--- src/rtl/cla_sequencer.sv ---
// cla_sequencer: multi-cycle WIDTH-bit adder/subtractor built from one 4-bit
// carry-lookahead slice, stepped over WIDTH/4 nibbles LSB first. The carry
// out of each step is held in a register and fed to the next step, so the
// critical path is one slice plus the nibble select.

// 4-bit carry-lookahead slice: all internal carries are flat sum-of-products
// of generate/propagate terms, so no carry ripples inside the slice.
module cla_slice_4 (
  input  logic [3:0] i_a,
  input  logic [3:0] i_b,
  input  logic       i_c0,
  output logic [3:0] o_s,
  output logic       o_c4
);

  logic [3:0] w_g;
  logic [3:0] w_p;
  logic [4:0] w_c;

  assign w_g = i_a & i_b;
  assign w_p = i_a ^ i_b;

  assign w_c[0] = i_c0;
  assign w_c[1] = w_g[0] | (w_p[0] & i_c0);
  assign w_c[2] = w_g[1] | (w_p[1] & w_g[0]) | (w_p[1] & w_p[0] & i_c0);
  assign w_c[3] = w_g[2] | (w_p[2] & w_g[1]) | (w_p[2] & w_p[1] & w_g[0])
                | (w_p[2] & w_p[1] & w_p[0] & i_c0);
  assign w_c[4] = w_g[3] | (w_p[3] & w_g[2]) | (w_p[3] & w_p[2] & w_g[1])
                | (w_p[3] & w_p[2] & w_p[1] & w_g[0])
                | (w_p[3] & w_p[2] & w_p[1] & w_p[0] & i_c0);

  assign o_s  = w_p ^ w_c[3:0];
  assign o_c4 = w_c[4];

endmodule

module cla_sequencer #(
  parameter int WIDTH = 32
) (
  input  logic             clk,
  input  logic             rst,
  input  logic             start,
  input  logic             sub,
  input  logic [WIDTH-1:0] a,
  input  logic [WIDTH-1:0] b,
  input  logic             cin,
  output logic             busy,
  output logic             done,
  output logic [WIDTH-1:0] sum,
  output logic             cout,
  output logic             overflow
);

  localparam int N  = WIDTH / 4;
  localparam int KW = $clog2(N);
  localparam logic [KW-1:0] K_LAST = KW'(N - 1);

  typedef enum logic [1:0] {
    IDLE = 2'd0,
    RUN  = 2'd1,
    DONE = 2'd2
  } state_t;

  state_t           r_state;
  logic [WIDTH-1:0] r_opa;
  logic [WIDTH-1:0] r_opb;
  logic             r_cr;
  logic [KW-1:0]    r_k;
  logic [WIDTH-1:0] r_sum;
  logic             r_cout;
  logic             r_ovf;
  logic             r_busy;
  logic             r_done;

  logic [KW+1:0]    w_base;
  logic [3:0]       w_s;
  logic             w_c4;

  // Bit offset of the current nibble; k*4 is just k shifted left by two.
  assign w_base = {r_k, 2'b00};

  cla_slice_4 u_slice (
    .i_a  (r_opa[w_base +: 4]),
    .i_b  (r_opb[w_base +: 4]),
    .i_c0 (r_cr),
    .o_s  (w_s),
    .o_c4 (w_c4)
  );

  // Control FSM and datapath registers; every output is a register.
  // NOTE: sequential state uses <= so every register samples pre-edge values.
  always_ff @(posedge clk) begin
    if (rst) begin
      r_state <= IDLE;
      r_opa   <= '0;
      r_opb   <= '0;
      r_cr    <= 1'b0;
      r_k     <= '0;
      r_sum   <= '0;
      r_cout  <= 1'b0;
      r_ovf   <= 1'b0;
      r_busy  <= 1'b0;
      r_done  <= 1'b0;
    end else begin
      case (r_state)
        IDLE, DONE: begin
          r_done <= 1'b0;
          if (start) begin
            // Subtraction is a + ~b + 1: invert B once here and force the carry.
            r_opa   <= a;
            r_opb   <= sub ? ~b : b;
            r_cr    <= sub | cin;
            r_k     <= '0;
            r_sum   <= '0;
            r_cout  <= 1'b0;
            r_ovf   <= 1'b0;
            r_busy  <= 1'b1;
            r_state <= RUN;
          end else begin
            r_state <= IDLE;
          end
        end
        RUN: begin
          r_sum[w_base +: 4] <= w_s;
          r_cr               <= w_c4;
          if (r_k == K_LAST) begin
            // Same-sign operands whose result flips sign have overflowed.
            r_cout  <= w_c4;
            r_ovf   <= (r_opa[WIDTH-1] == r_opb[WIDTH-1]) && (w_s[3] != r_opa[WIDTH-1]);
            r_k     <= '0;
            r_busy  <= 1'b0;
            r_done  <= 1'b1;
            r_state <= DONE;
          end else begin
            r_k <= r_k + KW'(1);
          end
        end
        default: begin
          r_busy  <= 1'b0;
          r_done  <= 1'b0;
          r_state <= IDLE;
        end
      endcase
    end
  end

  assign busy     = r_busy;
  assign done     = r_done;
  assign sum      = r_sum;
  assign cout     = r_cout;
  assign overflow = r_ovf;

endmodule

--- config.mk ---
export PLATFORM = sky130hd
export DESIGN_NAME = cla_sequencer
export DESIGN_NICKNAME = d
export VERILOG_FILES = /design/src/rtl/cla_sequencer.sv
export SDC_FILE = /design/constraint.sdc
export NUM_CORES = 1
export LEC_CHECK = 0
export ABC_AREA = 0
export BUFFER_PORTS_ARGS = -buffer_cell sky130_fd_sc_hd__buf_2
export CAP_MARGIN = 20
export CORE_ASPECT_RATIO = 0.7
export CORE_MARGIN = 10
export CORE_UTILIZATION = 40
export DETAILED_ROUTE_END_ITERATION = 8
export PLACE_DENSITY = 0.66
export SLEW_MARGIN = 25
export SYNTH_ARGS = -nofsm -noshare
export SYNTH_HDL_FRONTEND = slang
export SYNTH_SLANG_ARGS = --single-unit
--- constraint.sdc ---
create_clock -name clk -period 4.25 [get_ports clk]
set_input_delay 0.85 -clock clk [delete_from_list [all_inputs] [get_ports clk]]
set_output_delay 0.85 -clock clk [all_outputs]
set_load 0.01 [all_outputs]
Yosys cells after proc, flatten, opt, wreduce, memory -nomap -nowiden --
Index checks and enable logic that the tools add are counted.
Cells by class: $add $sub $neg 2, reduce and logical (&&, ||, !) cells 9, multiplexer cells 20, shifts and indexed selects 4, equality and inequality tests 7, bitwise operators 32
Operators by type and width (number):
- two-way mux 32 bit | 2
- one-hot mux 32 bit (2 select lines) | 1
- variable part select 32 x 6 -> 4 bit | 2
- bitwise mux 32 bit | 1
- inverter 32 bit | 1
- variable shift 4 x 7 -> 32 bit (first input constant) | 1
- variable part select 4 x 7 -> 32 bit | 1
- bitwise AND 1 bit | 16
- OR 1 bit | 11
- one-hot mux 1 bit (2 select lines) | 4
- XOR 4 bit | 2
- two-way mux 1 bit | 7
- negation 5 -> 7 bit | 1
- two-way mux 3 bit | 2
- one-hot mux 3 bit (2 select lines) | 1
- AND reduction 2 bit | 3
- bitwise AND 4 bit | 1
- inequality test 2 bit (second input constant) | 2
- one-hot mux 2 bit (2 select lines) | 1
- OR reduction 2 bit | 2
- adder 3 x 1 -> 3 bit (second input constant) | 1
- == test 3 bit (second input constant) | 1
- AND reduction 3 bit | 1
- == test 2 x 1 -> 1 bit (second input constant) | 1
- other kinds (8) | 8
Storage, ports and cells: bits of input ports 69, register bits after elaboration 106, logic and storage cells 84

Depth between registers and ports, before layout --
Gate-level depths: netlist of the first run.
depth in word-level cells 11, depth in mapped cells 12

Cells and area by module --
A second synthesis of the first run with hierarchy kept.
Unflattened totals: cell total of the unflattened synthesis 517, area, all modules 4895.9 sq um
By module, submodules not included:
- cla_sequencer | instances 1, area each 4763.3 sq um, cells an instance 504
- cla_slice_4 | instances 1, area each 132.6 sq um, cells an instance 13

Worst setup path after synthesis of the first run --
No wires, ideal clock.
path kind register to register, from register r_k[0], to register r_sum[11] (netlist: sum[11]), setup time 0.117 ns, stages on the path, launching flop included 13, period minus slack after synthesis 2.901 ns, buffers on the path 3, arrival time 2.784 ns, required time 4.133 ns, slack 1.349 ns, cell sequence dfxtp_1 -> buf_6 -> buf_2 -> mux4_2 -> nand2_1 -> nand2_1 -> ha_1 -> a41oi_1 -> o21ai_2 -> xor2_1 -> and2_0 -> buf_2 -> a32o_1
On the way: longest elaborated chain between the ends 10
Ends and longest elaborated chain:
- start, declared | RTL line 68 | logic [KW-1:0] r_k;
- start signal, assigned | RTL line 135 | r_k <= r_k + KW'(1);
- variable part select 32 x 6 -> 4 bit (on tied branches) | RTL line 83, 84
- XOR 4 bit or bitwise AND 4 bit (tied branches) | RTL line 21, 20
- bitwise AND 1 bit (on tied branches) | RTL line 26, 27
- OR 1 bit (tied with other cells) | RTL line 26 | assign w_c[3] = w_g[2] | (w_p[2] & w_g[1]) | (w_p[2] & w_p[1] & w_g[0])
- OR 1 bit or bitwise AND 1 bit (tied branches) | RTL line 26, 27
- OR 1 bit | RTL line 27 | | (w_p[2] & w_p[1] & w_p[0] & i_c0);
- XOR 4 bit | RTL line 32 | assign o_s = w_p ^ w_c[3:0];
- variable part select 4 x 7 -> 32 bit | RTL line 124 | r_sum[w_base +: 4] <= w_s;
- bitwise mux 32 bit * | RTL line 124
- one-hot mux 32 bit (2 select lines) * | RTL line 105 | case (r_state)
- end signal, assigned by index | RTL line 124
- end, declared | RTL line 69 | logic [WIDTH-1:0] r_sum;
Mark *: on every way between the ends. The rest lies on a longest branch, timed or not. A chain may end at the register's enable or synchronous reset.

Final worst setup path of the first run --
from register r_k[0], to register r_sum[22] (netlist: sum[22])
The elaborated chain is that of the path after synthesis.

==> flow_summary.json, run 1 <==
{
  "clk_pin_slew_worst_paths_ns": 0.07,
  "rsz0062_at_grt": "no",
  "netlist_top_cells_area": "dfxtp_1, mux4_2, nand2_1",
  "fmax_ghz": 0.302,
  "grt_pass1_vias": 4049,
  "yosysMostFrequentCell": "dfxtp_1",
  "period_share": 0.778,
  "synth_seq_cells": 106,
  "syn-cell-area_um2": 4830,
  "hold_violations": 0,
  "cts-buffers-inserted": 9,
  "synth_area_leader_cell": "dfxtp_1",
  "worstPathArrival_ns": 3.59,
  "firstDrtPassIters": 5,
  "worstSetupStartpointType": "register",
  "syn_nets": 616,
  "cts-root-buf": "clkbuf_16",
  "vias": 4005,
  "cts_tree": "done",
  "layout_setup_ws_ns": 0.943,
  "yosysTopAreaCellShare": 0.439,
  "crit_path_end_kind": "register",
  "portBuffers": 104,
  "start_util": 0.411,
  "max-slew-margin-rel": 0.365,
  "min_path_cells": 2,
  "critPathKind": "register to register",
  "yosys_warnings": 0,
  "irDropWorstVdd_mv": 0.198,
  "status": "complete, no violations",
  "gp_congestion": 0.830,
  "sw_frac_of_total": 0.267,
  "placed_cell_area_um2": 5390,
  "cts_resized": 0,
  "drtIter0Drc": 276,
  "multi_input_area_um2": 2500,
  "seqPwrFrac": 0.480,
  "seq_area_um2": 2120,
  "grt_max_degree": 80,
  "chipWidth_um": 151,
  "leakage_nw": 2.29,
  "drt_wl_total_um": 12900,
  "worst_slew_pin_slew_ns": 0.952,
  "grt.total_usage": 0.154,
  "drc": 0,
  "critPathMaxFanout": 29,
  "grt_overflow": 0,
  "std_cell_rows": 33,
  "synthArstFlopShare": 0,
  "cts.sinks": 106,
  "fill_cells": 1150,
  "postLayoutCellArea_um2": 5690,
  "antenna_found_initial": 0,
  "die_h_um": 112,
  "wl_per_cell_um": 16.7,
  "syn_to_final_growth_pct": 17.8,
  "hpwl_um": 9570,
  "antenna_cells": 0,
  "post_cts_buffers": 0,
  "ys_seq_area_frac": 0.439,
  "syn_inst": 534,
  "synth_top_flop_cell": "dfxtp_1",
  "period_needed_ns": 3.31,
  "power_density_nw_per_um2": 398,
  "clock_latency_ns": 0.34,
  "final_layout_size_suffix_gt1_frac": 0.246,
  "combPwrFrac": 0.149,
  "avgSynthCellArea_um2": 9.05,
  "routed_via_density": 5.17,
  "htreeDepth": 3,
  "cts_buffer_depth": 2,
  "setup-tns-final_ns": 0,
  "p_int_mw": 1.66,
  "hold_path_class": "register to register",
  "drv_cap": 0,
  "core_um2": 11800,
  "synth_edf_count": 0,
  "antenna_left": 0,
  "ios": 105,
  "reg2reg_depth": 9,
  "report.final.slew_viol_count": 0,
  "fin_nets": 694,
  "finClkSkew_ns": 0.00795,
  "power_switching_mw": 0.605,
  "dieArea_um2": 16900,
  "synth.top_cells.by_count": "dfxtp_1, nand2_1, nor2_1",
  "place_ws_ns": 0.943,
  "yosysUniqueCellTypes": 44,
  "required_ns": 4.53,
  "grt_pass1_wl_um": 21200,
  "pwr-share-clk": 0.371,
  "setup_violations": 0,
  "holdBufCountCts": 0
}
-- power by group through the flow --
stage               Combinational (mW)  Sequential, mW  Clock, mW
finish                           0.338            1.09      0.840
global route                     0.378            1.09      0.897
CTS                              0.341            1.09      0.861
detailed placement               0.338            1.11          0
global placement                 0.329            1.11          0
floorplan                        0.254            1.09          0
-- cell type report --
type | instances | area share
multi-input cells | 382 | 0.439
flip-flops and latches | 106 | 0.373
repair buffers | 107 | 0.0958
clock buffers | 10 | 0.0420
well taps | 157 | 0.0345
clock inverters | 6 | 0.0114
inverters | 6 | 0.00396
-- flip-flops by register name (all words and copies together), names as in the netlist --
name / count
overflow: 1
r_opb: 32
r_state: 2
r_opa: 32
sum: 32
done: 1
r_cr: 1
r_k: 3
cout: 1
busy: 1
-- final timing paths --
path | endpoint | from | slack [ns]
setup / recovery | sum[22] | r_k[0] | 0.94
hold / removal | r_opa[19] | r_opa[19] | 0.46
setup reg to reg | sum[22] | r_k[0] | 0.94
hold reg to reg | r_opa[19] | r_opa[19] | 0.46
-- cells in the final DEF (no fill, tap or decap), types with 3 or more instances in the layout --
cell type	count
dfxtp_1	104
buf_2	103
nand2_1	95
nor2_1	69
a21oi_1	45
a211oi_1	36
xnor2_1	33
a22oi_1	19
mux4_2	16
nand3_1	12
ha_1	12
clkbuf_16	9
a32o_1	7
nor3_1	4
inv_1	4
buf_4	4
o21ai_0	3
a21oi_4	3
nand4_1	3
-- through the flow --
stage / power (mW) / instances / utilization / hold slack, ns
detailed placement: 1.45 / 758 / 0.458 / 0.449
floorplan: 1.34 / 534 / - / 0.433
global route: 2.37 / 774 / 0.484 / 0.480
global placement: 1.44 / 758 / 0.458 / 0.440
CTS: 2.29 / 774 / 0.484 / 0.458
finish: 2.27 / 774 / 0.484 / 0.457
-- metal layers --
layer	part of all wire	vias up	GRT usage
met2	0.43	126	0.217
met4	0.0034	0	0.0377
met3	0.083	4	0.0522
li1	-	2016	-
met5	0	-	0
met1	0.48	1859	0.218
-- worst max-delay path, cell delays in order, from the launching register on --
cell and delay [ns]:
dfxtp_2 0.84, mux4_2 0.60, nand2_1 0.09, nand2_1 0.12
ha_1 0.31, a21o_1 0.11, a21oi_1 0.07, xnor2_1 0.71
a22oi_1 0.24, nor2_1 0.14
-- cell families (layout without fill, tap and decap cells) --
family / after synthesis / in the layout / synth area share
adders and majority gates: 13 / 13 / 0.0352
muxes: 17 / 17 / 0.0767
DFF: 106 / 106 / 0.439
AOI/OAI and AO/OA: 117 / 117 / 0.167
xor gates and xnor gates: 35 / 35 / 0.0635
buffers and inverters: 46 / 129 / 0.0440
and+or+nand+nor: 200 / 200 / 0.174
No activity file was read; power rests on OpenSTA's default activity.
==> run 2, diff against run 1 <==
==> constraint.sdc (replaced) <==
create_clock -name clk -period 3.1 [get_ports clk]
set_input_delay 0.62 -clock clk [delete_from_list [all_inputs] [get_ports clk]]
set_output_delay 0.62 -clock clk [all_outputs]
set_load 0.01 [all_outputs]
==> flow_summary.json, run 2 (synthesis gave the netlist of run 1 again) <==
{
  "worst_slew_pin_slew_ns": 0.650,
  "report.final.slew_viol_count": 0,
  "antenna_left": 0,
  "cts_buffer_depth": 2,
  "worstSetupStartpointType": "register",
  "cts-buffers-inserted": 9,
  "wl_per_cell_um": 17.1,
  "std_cell_rows": 33,
  "dieArea_um2": 16900,
  "setup-tns-final_ns": 0,
  "vias": 4087,
  "leakage_nw": 2.35,
  "portBuffers": 104,
  "drt_wl_total_um": 13400,
  "grt_pass1_vias": 4167,
  "drtIter0Drc": 291,
  "fin_nets": 704,
  "cts_tree": "done",
  "crit_path_end_kind": "register",
  "fill_cells": 1142,
  "power_density_nw_per_um2": 544,
  "cts-root-buf": "clkbuf_16",
  "cts.sinks": 106,
  "htreeDepth": 3,
  "postLayoutCellArea_um2": 5780,
  "start_util": 0.411,
  "drc": 0,
  "critPathKind": "register to register",
  "final_layout_size_suffix_gt1_frac": 0.260,
  "core_um2": 11800,
  "fmax_ghz": 0.350,
  "holdBufCountCts": 0,
  "chipWidth_um": 151,
  "irDropWorstVdd_mv": 0.302,
  "grt.total_usage": 0.158,
  "firstDrtPassIters": 5,
  "whs_ns": 0.454,
  "seq_area_um2": 2130,
  "required_ns": 3.34,
  "max-slew-margin-rel": 0.566,
  "clock_latency_ns": 0.35,
  "place_ws_ns": -0.00235,
  "clk_pin_slew_worst_paths_ns": 0.07,
  "grt_max_degree": 49,
  "drv_cap": 0,
  "routed_via_density": 5.21,
  "grt_overflow": 0,
  "critPathMaxFanout": 16,
  "hold_path_class": "register to register",
  "multi_input_area_um2": 2510,
  "grt_pass1_wl_um": 21600,
  "gp_congestion": 0.860,
  "final_common_cell": "dfxtp_1",
  "worstPathArrival_ns": 3.09,
  "hpwl_um": 10000,
  "die_h_um": 112,
  "period_share": 0.920,
  "ios": 105,
  "layout_setup_ws_ns": 0.247,
  "syn_to_final_growth_pct": 19.6,
  "placed_cell_area_um2": 5460,
  "hold_violations": 0,
  "antenna_cells": 0,
  "layout_common_cells": "dfxtp_1, buf_2, nand2_1",
  "setup_violations": 0,
  "rsz0062_at_grt": "no",
  "period_needed_ns": 2.85,
  "finClkSkew_ns": 0.0102,
  "antenna_found_initial": 0,
  "status": "complete, no violations"
}
==> run 2: cell types whose count changed in the layout (fill, tap and decap cells not counted), sizes merged <==
cell	previous run	this run
buf	107	117
==> run 2: worst paths after layout <==
| check | end | startpoint | slack [ns] | depth (start not counted) |
|---|---|---|---|---|
| setup reg to reg | sum[31] | r_k[0] | 0.25 | 9 |
| hold reg to reg | r_opa[20] | r_opa[20] | 0.45 | 2 |
| hold / removal | r_opa[20] | r_opa[20] | 0.45 | 2 |
| setup / recovery | sum[31] | r_k[0] | 0.25 | 9 |
==> run 2: final cells by class <==
class,instances,share of cell area
clock inverters,6,0.0113
inverters,6,0.00390
well taps,157,0.0340
clock buffers,10,0.0414
multi-input cells,382,0.434
repair buffers,117,0.107
flip-flops and latches,106,0.368
==> run 2: routing by layer <==
| layer | global-route usage | share of wire |
|---|---|---|
| met5 | 0 | 0 |
| met3 | 0.0489 | 0.082 |
| met1 | 0.224 | 0.49 |
| met4 | 0.0371 | 0.0090 |
| met2 | 0.226 | 0.42 |
==> run 2: timing repair <==
action | 4_1_cts | 5_1_grt
setup buffers | 0 | 0
endpoints found under the setup margin | 7 | 13
pin swaps | 0 | 0
gates resized for setup | 1 | 3
==> run 2: power by group <==
part / leakage [nW] / switching [mW] / internal (mW)
Combinational: 1.33 / 0.286 / 0.209
Sequential: 0.868 / 0.0559 / 1.43
Clock: 0.149 / 0.511 / 0.650
Total: 2.35 / 0.853 / 2.29
==> run 2: stage by stage <==
stage	util	std cells	power, mW
4_1_cts	0.490	784	3.15
2_1_floorplan	-	534	1.84
3_3_place_gp	0.464	768	1.99
3_5_place_dp	0.464	768	2.00
6_report	0.491	784	3.14
5_1_grt	0.491	784	3.27
==> run 2: worst max-delay path, cell delays in order (launching register included) <==
cell and delay [ns]:
dfxtp_4 0.54, mux4_2 0.56, nand2_1 0.09, nand2_1 0.13
ha_1 0.34, a41oi_1 0.25, o21ai_2 0.11, xor2_1 0.19
and2_2 0.29, a32o_1 0.24
==> run 3, diff against run 2 <==
--- a/config.mk
+++ b/config.mk
@@ -5,7 +5,7 @@
 export SDC_FILE = /design/constraint.sdc
 export NUM_CORES = 1
 export LEC_CHECK = 0
-export ABC_AREA = 0
+export ABC_AREA = 1
 export BUFFER_PORTS_ARGS = -buffer_cell sky130_fd_sc_hd__buf_2
 export CAP_MARGIN = 20
 export CORE_ASPECT_RATIO = 0.7
==> flow_summary.json, run 3 <==
{
  "status": "complete, no violations",
  "reg2reg_slack_ns": 0.43,
  "layout_common_cells": "nor2_1, dfxtp_1, buf_2",
  "gp_congestion": 0.885,
  "syn-cell-area_um2": 4980,
  "clk_pin_slew_worst_paths_ns": 0.07,
  "clock_latency_ns": 0.35,
  "reg2reg_depth": 13,
  "required_ns": 3.37,
  "drv_cap": 0,
  "std_cell_rows": 33,
  "worstPathArrival_ns": 2.94,
  "cts_tree": "done",
  "cts-buffers-inserted": 9,
  "sw_frac_of_total": 0.293,
  "report.final.slew_viol_count": 0,
  "synth_seq_cells": 106,
  "yosysUniqueCellTypes": 31,
  "hold_path_end": "sum[4]",
  "synthArstFlopShare": 0,
  "avgSynthCellArea_um2": 7.44,
  "period_needed_ns": 2.67,
  "synth.top_cells.by_count": "nor2_1, dfxtp_1, o21ai_0",
  "min_path_cells": 2,
  "htreeDepth": 3,
  "syn_inst": 669,
  "seqPwrFrac": 0.457,
  "power_density_nw_per_um2": 554,
  "grt_overflow": 0,
  "final_common_cell": "nor2_1",
  "hold_violations": 0,
  "cts.sinks": 106,
  "routed_via_density": 5.13,
  "pwr-share-clk": 0.356,
  "holdBufCountCts": 0,
  "start_util": 0.417,
  "p_int_mw": 2.31,
  "setup_violations": 0,
  "rsz0062_at_grt": "no",
  "post_cts_buffers": 0,
  "critPathKind": "register to register",
  "synth_top_flop_cell": "dfxtp_1",
  "worst_slew_pin_slew_ns": 0.769,
  "firstDrtPassIters": 5,
  "drt_wl_total_um": 13800,
  "min_from": "sum[4]",
  "yosysTopAreaCellShare": 0.426,
  "drc": 0,
  "ys_seq_area_frac": 0.426,
  "portBuffers": 104,
  "yosysMostFrequentCell": "nor2_1",
  "ios": 105,
  "chipWidth_um": 153,
  "slowest_delay_ns": 0.37,
  "syn_nets": 751,
  "grt_pass1_wl_um": 23000,
  "final_layout_size_suffix_gt1_frac": 0.198,
  "hold_path_class": "register to register",
  "wl_per_cell_um": 15.2,
  "combPwrFrac": 0.188,
  "critPathMaxFanout": 36,
  "netlist_top_cells_area": "dfxtp_1, o21ai_0, a21oi_1",
  "fmax_ghz": 0.375,
  "cts_resized": 0,
  "grt_pass1_vias": 4501,
  "crit_family": "simple AND/OR/NAND/NOR gates",
  "setup-tns-final_ns": 0,
  "whs_ns": 0.462,
  "worstSetupStartpointType": "register",
  "post-route-util": 0.494,
  "die_h_um": 113,
  "max-slew-margin-rel": 0.487,
  "crit_path_end_kind": "register",
  "grt_max_degree": 58,
  "cts_buffer_depth": 2,
  "core_um2": 11900,
  "synth_edf_count": 0,
  "crit-reg2reg-launch": "r_k[0]",
  "path_common_cell": "nand2_1",
  "crit_chain": "inv_2, a21oi_1, o21ai_0, nand2_1, nor2_1, a31oi_1, ha_1, or2_2, nand2_1, nand3_1, nand2_1, nand4_1, a21oi_1",
  "leakage_nw": 2.49,
  "dieArea_um2": 17400,
  "path_depth": 13,
  "cp_num_buf_inv": 1,
  "fin_nets": 833,
  "syn_to_final_growth_pct": 18.4,
  "hpwl_um": 10100,
  "r2r-end": "sum[23]",
  "antenna_left": 0,
  "antenna_found_initial": 0,
  "irDropWorstVdd_mv": 0.298,
  "period_share": 0.860,
  "drtIter0Drc": 427,
  "yosys_warnings": 0,
  "antenna_cells": 0,
  "vias": 4681,
  "finClkSkew_ns": 0.00508,
  "power_switching_mw": 0.958,
  "crit_slowest_cell": "inv_2",
  "synth_area_leader_cell": "dfxtp_1",
  "grt.total_usage": 0.158,
  "cts-root-buf": "clkbuf_16"
}
[run 3: power groups by stage]
| stage | logic, mW | registers, mW | clock network [mW] |
|---|---|---|---|
| 6_report | 0.613 | 1.49 | 1.16 |
| 4_1_cts | 0.607 | 1.49 | 1.18 |
| 5_1_grt | 0.691 | 1.50 | 1.24 |
| 2_1_floorplan | 0.430 | 1.51 | 0 |
| 3_5_place_dp | 0.599 | 1.52 | 0 |
| 3_3_place_gp | 0.586 | 1.52 | 0 |
[run 3: cells by family (layout without fill, tap and decap cells)]
family	Yosys count	in the layout	share of synthesized area
AO/OA/AOI/OAI	201	201	0.206
adder cells (fa/ha/maj)	13	13	0.0342
buffers and inverters	79	166	0.0654
XOR/XNOR	33	33	0.0581
AND/OR/NAND/NOR	237	237	0.210
flip-flops	106	106	0.426
[run 3: area by class of cell]
cell class | instances | area, um^2
Sequential cell | 106 | 2120
Tap cell | 157 | 196
Clock buffer | 10 | 239
Fill cell | 1155 | 6040
Timing Repair Buffer | 113 | 601
Inverter | 37 | 139
Clock inverter | 6 | 65.1
Multi-Input combinational cell | 484 | 2530
[run 3: tightest hold or removal path: stages, from the launching register on]
cell and delay, ns:
dfxtp_1 0.31, nand2_1 0.06, a21oi_1 0.05
[run 3: per-layer routing]
| layer | global-route usage | up-vias | wire length (um) |
|---|---|---|---|
| met5 | 0 | - | 0 |
| met4 | 0.0444 | 0 | 193 |
| met3 | 0.0431 | 22 | 1060 |
| met2 | 0.226 | 179 | 5690 |
| met1 | 0.225 | 2097 | 6900 |
| li1 | - | 2383 | - |
[run 3: stage by stage]
step / cell area [um^2] / worst slack (ns) / power [mW] / cells
floorplan: 4980 / 0.725 / 1.94 / 669
global placement: 5590 / 0.571 / 2.10 / 897
detailed placement: 5590 / 0.473 / 2.12 / 897
CTS: 5890 / 0.460 / 3.28 / 913
global route: 5890 / 0.156 / 3.43 / 913
finish: 5890 / 0.433 / 3.27 / 913
[run 3: worst max-delay path by stage]
stage / end / start
after floorplan: sum[31] / r_k[0]
after global placement: sum[31] / r_k[0]
after detailed placement: sum[23] / r_k[0]
after CTS: sum[23] / r_k[0]
after global routing: sum[23] / r_k[0]
final: sum[23] / r_k[0]
